## src/rtl/rst_seq_pkg.sv

```systemverilog
// Shared types and constants for the reset sequencer.
package rst_seq_pkg;

  // Sequencer states; encoding 2'd3 is unused and recovers to StHold.
  typedef enum logic [1:0] {
    StHold    = 2'd0,
    StRelease = 2'd1,
    StRun     = 2'd2
  } state_e;

  // Register offsets (only paddr[7:0] is decoded).
  localparam logic [7:0] ADDR_DLY    = 8'h00;
  localparam logic [7:0] ADDR_STATUS = 8'h04;
  localparam logic [7:0] ADDR_SEQCNT = 8'h08;

  // Domain index width; covers up to 8 domains.
  localparam int unsigned IDX_W = 3;

  // Completed-sequence counter width.
  localparam int unsigned SEQCNT_W = 16;

  // Saturating increment for the sequence counter.
  function automatic logic [SEQCNT_W-1:0] sat_inc(input logic [SEQCNT_W-1:0] v);
    if (v == {SEQCNT_W{1'b1}}) begin
      return v;
    end
    return v + SEQCNT_W'(1);
  endfunction

endpackage

```

## src/rtl/rst_seq_if.sv

```systemverilog
// APB slave bus bundle for the reset sequencer.
interface rst_seq_if #(
  parameter int unsigned ADDR_WIDTH = 32,
  parameter int unsigned DATA_WIDTH = 32
) ();

  logic                  psel;
  logic                  penable;
  logic                  pwrite;
  logic [ADDR_WIDTH-1:0] paddr;
  logic [DATA_WIDTH-1:0] pwdata;
  logic [DATA_WIDTH-1:0] prdata;

  modport master (
    output psel,
    output penable,
    output pwrite,
    output paddr,
    output pwdata,
    input  prdata
  );

  modport slave (
    input  psel,
    input  penable,
    input  pwrite,
    input  paddr,
    input  pwdata,
    output prdata
  );

endinterface

```

## src/rtl/sync_2ff.sv

```systemverilog
// Two-flop synchronizer for a single asynchronous level, reset to 0.
module sync_2ff (
  input  logic pclk,
  input  logic presetn,
  input  logic d,
  output logic q
);

  logic meta_q;
  logic sync_q;

  // Capture the asynchronous input, then retime once more to settle metastability.
  always_ff @(posedge pclk or negedge presetn) begin
    if (!presetn) begin
      meta_q <= 1'b0;
      sync_q <= 1'b0;
    end else begin
      meta_q <= d;
      sync_q <= meta_q;
    end
  end

  assign q = sync_q;

endmodule

```

## src/rtl/rst_seq.sv

```systemverilog
// Reset sequencer: releases N_DOM reset domains in ascending order with a
// programmable gap, and exposes DLY/STATUS/SEQCNT over APB.
module rst_seq
  import rst_seq_pkg::*;
#(
  parameter int unsigned N_DOM      = 4,
  parameter int unsigned DLY_WIDTH  = 8,
  parameter int unsigned ADDR_WIDTH = 32,
  parameter int unsigned DATA_WIDTH = 32
) (
  input  logic             pclk,
  input  logic             presetn,
  rst_seq_if.slave         apb,
  input  logic             sys_rst_n_i,
  output logic [N_DOM-1:0] dom_rst_n
);

  localparam logic [DLY_WIDTH-1:0] DlyReset = DLY_WIDTH'(16);
  localparam logic [IDX_W-1:0]     IdxLast  = IDX_W'(N_DOM - 1);

  // ---------------------------------------------------------------------------
  // Request synchronizer
  // ---------------------------------------------------------------------------
  logic rst_req_n;

  sync_2ff u_sync (
    .pclk    (pclk),
    .presetn (presetn),
    .d       (sys_rst_n_i),
    .q       (rst_req_n)
  );

  // ---------------------------------------------------------------------------
  // APB decode
  // ---------------------------------------------------------------------------
  logic       wr_strobe;
  logic       rd_strobe;
  logic [7:0] reg_addr;

  assign wr_strobe = apb.psel & apb.penable & apb.pwrite;
  // Reads are captured in the setup phase so prdata is ready for the access phase.
  assign rd_strobe = apb.psel & ~apb.penable & ~apb.pwrite;
  assign reg_addr  = apb.paddr[7:0];

  // Address bits above the decoded byte and data bits above DLY are ignored.
  logic unused_bits;
  assign unused_bits = ^{apb.paddr[ADDR_WIDTH-1:8], apb.pwdata[DATA_WIDTH-1:DLY_WIDTH]};

  // ---------------------------------------------------------------------------
  // State
  // ---------------------------------------------------------------------------
  logic [DLY_WIDTH-1:0]  dly_q;
  logic [DLY_WIDTH-1:0]  cnt_q;
  logic [IDX_W-1:0]      idx_q;
  logic [N_DOM-1:0]      dom_rst_n_q;
  logic [SEQCNT_W-1:0]   seqcnt_q;
  logic [DATA_WIDTH-1:0] prdata_q;
  logic [DATA_WIDTH-1:0] rdata_d;
  state_e                state_q;

  // DLY register; a write only affects the next counter reload.
  always_ff @(posedge pclk or negedge presetn) begin
    if (!presetn) begin
      dly_q <= DlyReset;
    end else if (wr_strobe && (reg_addr == ADDR_DLY)) begin
      dly_q <= apb.pwdata[DLY_WIDTH-1:0];
    end
  end

  // Sequencer FSM; all domain resets are registered here.
  always_ff @(posedge pclk or negedge presetn) begin
    if (!presetn) begin
      state_q     <= StHold;
      cnt_q       <= '0;
      idx_q       <= '0;
      dom_rst_n_q <= '0;
      seqcnt_q    <= '0;
    end else if (!rst_req_n) begin
      // A reset request overrides every state.
      state_q     <= StHold;
      cnt_q       <= '0;
      idx_q       <= '0;
      dom_rst_n_q <= '0;
    end else begin
      case (state_q)
        StHold: begin
          dom_rst_n_q <= '0;
          cnt_q       <= dly_q;
          idx_q       <= '0;
          state_q     <= StRelease;
        end
        StRelease: begin
          if (cnt_q != '0) begin
            cnt_q <= cnt_q - DLY_WIDTH'(1);
          end else begin
            dom_rst_n_q <= dom_rst_n_q | (N_DOM'(1) << idx_q);
            if (idx_q == IdxLast) begin
              state_q  <= StRun;
              seqcnt_q <= sat_inc(seqcnt_q);
            end else begin
              idx_q <= idx_q + IDX_W'(1);
              cnt_q <= dly_q;
            end
          end
        end
        StRun: begin
          dom_rst_n_q <= '1;
        end
        default: begin
          state_q     <= StHold;
          cnt_q       <= '0;
          idx_q       <= '0;
          dom_rst_n_q <= '0;
        end
      endcase
    end
  end

  assign dom_rst_n = dom_rst_n_q;

  // ---------------------------------------------------------------------------
  // Read path
  // ---------------------------------------------------------------------------

  // Read mux; unmapped offsets and unused bits read as zero.
  always_comb begin
    rdata_d = '0;
    case (reg_addr)
      ADDR_DLY: begin
        rdata_d[DLY_WIDTH-1:0] = dly_q;
      end
      ADDR_STATUS: begin
        rdata_d[1:0]       = state_q;
        rdata_d[6:4]       = idx_q;
        rdata_d[8 +: N_DOM] = dom_rst_n_q;
      end
      ADDR_SEQCNT: begin
        rdata_d[SEQCNT_W-1:0] = seqcnt_q;
      end
      default: begin
        rdata_d = '0;
      end
    endcase
  end

  // Registered read data, updated only by a read strobe.
  always_ff @(posedge pclk or negedge presetn) begin
    if (!presetn) begin
      prdata_q <= '0;
    end else if (rd_strobe) begin
      prdata_q <= rdata_d;
    end
  end

  assign apb.prdata = prdata_q;

endmodule
```

## src/flat_wrapper.sv

```systemverilog
// flat-port wrapper written by rule: the top's interface ports become plain ports
module rst_seq_flat import rst_seq_pkg::*;
#(
  parameter int unsigned N_DOM      = 4,
  parameter int unsigned DLY_WIDTH  = 8,
  parameter int unsigned ADDR_WIDTH = 32,
  parameter int unsigned DATA_WIDTH = 32
)
  (pclk, presetn, sys_rst_n_i, dom_rst_n, apb_psel, apb_penable, apb_pwrite, apb_paddr, apb_pwdata, apb_prdata);
  rst_seq_if #(.ADDR_WIDTH(ADDR_WIDTH), .DATA_WIDTH(DATA_WIDTH)) apb_i ();
  input  logic pclk;
  input  logic presetn;
  input  logic sys_rst_n_i;
  output logic [N_DOM-1:0] dom_rst_n;
  input wire logic [$bits(apb_i.psel)-1:0] apb_psel;
  input wire logic [$bits(apb_i.penable)-1:0] apb_penable;
  input wire logic [$bits(apb_i.pwrite)-1:0] apb_pwrite;
  input wire logic [$bits(apb_i.paddr)-1:0] apb_paddr;
  input wire logic [$bits(apb_i.pwdata)-1:0] apb_pwdata;
  output wire logic [$bits(apb_i.prdata)-1:0] apb_prdata;
  assign apb_i.psel = apb_psel;
  assign apb_i.penable = apb_penable;
  assign apb_i.pwrite = apb_pwrite;
  assign apb_i.paddr = apb_paddr;
  assign apb_i.pwdata = apb_pwdata;
  assign apb_prdata = apb_i.prdata;
  rst_seq #(.N_DOM(N_DOM), .DLY_WIDTH(DLY_WIDTH), .ADDR_WIDTH(ADDR_WIDTH), .DATA_WIDTH(DATA_WIDTH)) u_core (.pclk(pclk), .presetn(presetn), .apb(apb_i), .sys_rst_n_i(sys_rst_n_i), .dom_rst_n(dom_rst_n));
endmodule
```

## config.mk

```make
export PLATFORM = sky130hd
export DESIGN_NAME = rst_seq_flat
export DESIGN_NICKNAME = d
export VERILOG_FILES = /design/src/rtl/rst_seq_pkg.sv /design/src/rtl/rst_seq_if.sv /design/src/rtl/sync_2ff.sv /design/src/rtl/rst_seq.sv /design/src/flat_wrapper.sv
export SDC_FILE = /design/constraint.sdc
export NUM_CORES = 1
export LEC_CHECK = 0
export ABC_AREA = 1
export BUFFER_PORTS_ARGS = -buffer_cell sky130_fd_sc_hd__clkbuf_2
export CAP_MARGIN = 20
export CORE_MARGIN = 5
export CORE_UTILIZATION = 35
export DETAILED_ROUTE_END_ITERATION = 16
export PLACE_DENSITY = 0.68
export SETUP_SLACK_MARGIN = 0.1
export SLEW_MARGIN = 30
export SYNTH_ARGS = -nofsm -noshare
export SYNTH_HDL_FRONTEND = slang
export SYNTH_SLANG_ARGS = --single-unit
```

## constraint.sdc

```tcl
create_clock -name pclk -period 5.3 [get_ports pclk]
set_input_delay 0.795 -clock pclk [delete_from_list [all_inputs] [get_ports pclk]]
set_output_delay 0.795 -clock pclk [all_outputs]
set_load 0.01 [all_outputs]
```

==> reports/results.ini <==
[run_status]
outcome=completed

[worst_hold_path]
min_path_type=reg -> reg

[clocking]
htreeDepth=3
cts_setup_buffers=0
clock-root-buffer=clkbuf_8
clock_path_buffers=2
cts.clk_slew.worst_paths_ps=70
clk_latency_ps=330
post_cts_resize_count=0
clkSinkCount=59
cts_tree=yes
holdBufCountCts=0
numCtsBuffers=9

[floorplanning]
die_x_um=111
dieArea_um2=12300
fp.dieH_um=111
coreArea_um2=9860
std_cell_rows=36
num_io_pins=106
start_util=0.361

[cells_and_area]
area_delta_synth_final_pct=12.6
diodes=0
layout-drive-gt1-share=0.168
fin_cells=651
final_util=0.406
nets=596

[place]
port_buffers=41
hpwl_mm=6.26
dp.cells=636
place_ws_ps=2890
routabilityCongestion=0.905

[setup_path]
crit_slowest_cell=dfrtp_1
cp_cell_sequence=ha_1, ha_1, inv_1, nor2_2, inv_2, nor2_2, nand2_2, xor2_1
crit_required_ps=5520
crit_buf_inv=2
critPathTopFamily=simple AND/OR/NAND/NOR gates
critical_path_class=reg -> reg
arrival_ps=2400
slowest_delay_ps=440
cp-end-kind=flop
worst_setup_path_start_kind=flop
critPathMaxFanout=11

[synthesis]
synth_edf_count=0
synth_cells=471
netlist_area_um2=3560
yosys.area.top_type=dfrtp_1
ys_types=33
synth-seq-cells=59
synth_seq_area_share=0.415
async_flop_share=1.00
yosys_most_used_dff=dfrtp_1
synth_top_area_frac=0.408
yosys-top-cells-area=dfrtp_1, nand2_1, nand3_1
avgSynthCellArea_um2=7.55
synth_warnings=0

[timing]
slew_viol_final=0
worst_pin_slew_ps=759
setup_viol=0
fmax_ghz=0.459
slew_headroom=0.494
tns_ps=0
rsz0062_at_grt=no
hold_viol_final=0
worst_slack_ps=3120
clock-skew-final_ps=8.89
fin_crit_sh=0.411
min_period_ps=2180

[pwr]
p_leak_nw=2.01
vdd_drop_max_uv=124
pwr_density_cell_nw_per_um2=297

[route]
antenna_left=0
vias_per_cell=4.69
drc_errors=0
drt_iter0_markers=152
wl_per_cell_um=12.8
vias=3055
totalWireLength_mm=8.34
first_pass_iters=4

[global_routing]
grt_max_degree=60
busiest_layer=met2
grt_pass1_vias=2849
gr-total-overflow=0
grt_usage=0.138
globalRouteMet1Util=0.183
grt_pass1_wl_mm=14.1
antenna_found_initial=0
use_met2=0.224
met3_usage=0.0278

[job]
max-cap-violations=0

==> placed cells by master, fill, tap and decap left out, drive strengths merged <==
cell	instances
nor3	4
a31oi	7
conb	16
clkinv	2
nor2	56
a21oi	15
buf	2
nand2	141
xnor2	3
o21ai	21
dfstp	1
o31ai	3
o22ai	6
nand3	48
dfrtp	58
nand4	6
nand3b	1
clkbuf	54
ha	12
inv	54
xor2	8
==> state kept, by name (all words and copies together) (netlist names) <==
signal / flops
u_core.apb.prdata: 16
u_core.cnt_q: 8
u_core.dly_q: 8
u_core.dom_rst_n: 4
u_core.idx_q: 3
u_core.seqcnt_q: 16
u_core.state_q: 2
u_core.u_sync.meta_q: 1
u_core.u_sync.q: 1
==> path summary, 6_finish.rpt <==
path                                                startpoint                                 to  slack, ps  cells past startpoint
worst max-delay path               u_core.idx_q[0]$_DFFE_PN0P_     u_core.seqcnt_q[0]$_DFFE_PN0P_       3120                      8
worst min-delay path            u_core.u_sync.meta_q$_DFF_PN0_          u_core.u_sync.q$_DFF_PN0_        350                      0
worst max register to register     u_core.idx_q[0]$_DFFE_PN0P_     u_core.seqcnt_q[0]$_DFFE_PN0P_       3120                      8
worst min register to register  u_core.u_sync.meta_q$_DFF_PN0_          u_core.u_sync.q$_DFF_PN0_        350                      0
max in group asynchronous                              presetn   u_core.apb.prdata[2]$_DFFE_PN0P_       4180                      2
min in group asynchronous                              presetn  u_core.apb.prdata[13]$_DFFE_PN0P_        610                      2
==> worst register-to-register path, stage by stage (launching register included) <==
cell	delay, ps
dfrtp_1	440
ha_1	180
ha_1	380
inv_1	140
nor2_2	180
inv_2	70
nor2_2	400
nand2_2	110
xor2_1	160
==> report_power, final <==
part | switching [mW] | internal (mW)
Combinational | 0.193 | 0.0977
Sequential | 0.0393 | 0.487
Clock | 0.169 | 0.204
==> cell usage after synthesis (3+ instances only) <==
master    count
a21oi_1      15
a31oi_1       7
buf_2         4
buf_4        17
clkbuf_1      4
dfrtp_1      58
ha_1         12
inv_1        50
inv_2         4
nand2_1     136
nand2_2       4
nand3_1      47
nand4_1       5
nor2_1       44
nor2_2        9
nor2_4        3
o21ai_0      16
o22ai_1       6
o31ai_1       3
xnor2_1       3
xor2_1        8
==> final cells by class <==
class,count,area [µm²]
fill,1007,5860
multi-input combinational,347,1760
sequential,59,1480
timing repair buffer,43,220
inverter,54,203
clock buffer,13,169
tap,133,166
clock inverter,2,10.0
==> metrics by stage <==
| step | hold slack, ps | total power [mW] | area [µm²] |
|---|---|---|---|
| final | 351 | 1.19 | 4010 |
| after floorplan | 331 | 0.745 | 3610 |
| after global routing | 360 | 1.27 | 4010 |
| after global placement | 333 | 0.815 | 3830 |
| after detailed placement | 338 | 0.824 | 3830 |
| after CTS | 353 | 1.20 | 4010 |
==> routing by layer <==
layer,up-vias,share of wire
li1,1561,-
met1,1426,0.47
met2,60,0.46
met3,8,0.048
met4,0,0.015
met5,-,0
==> kinds of logic after synthesis <==
kind of cell               count (synthesis)  synth area share
adders and majority gates                 12            0.0422
buffers and inverters                     80             0.106
AOI/OAI and AO/OA                         52            0.0851
and+or+nand+nor                          256             0.323
DFF                                       59             0.415
other                                      1           0.00105
xor gates and xnor gates                  11            0.0271
Note: power is estimated with default switching activity, not from simulation.
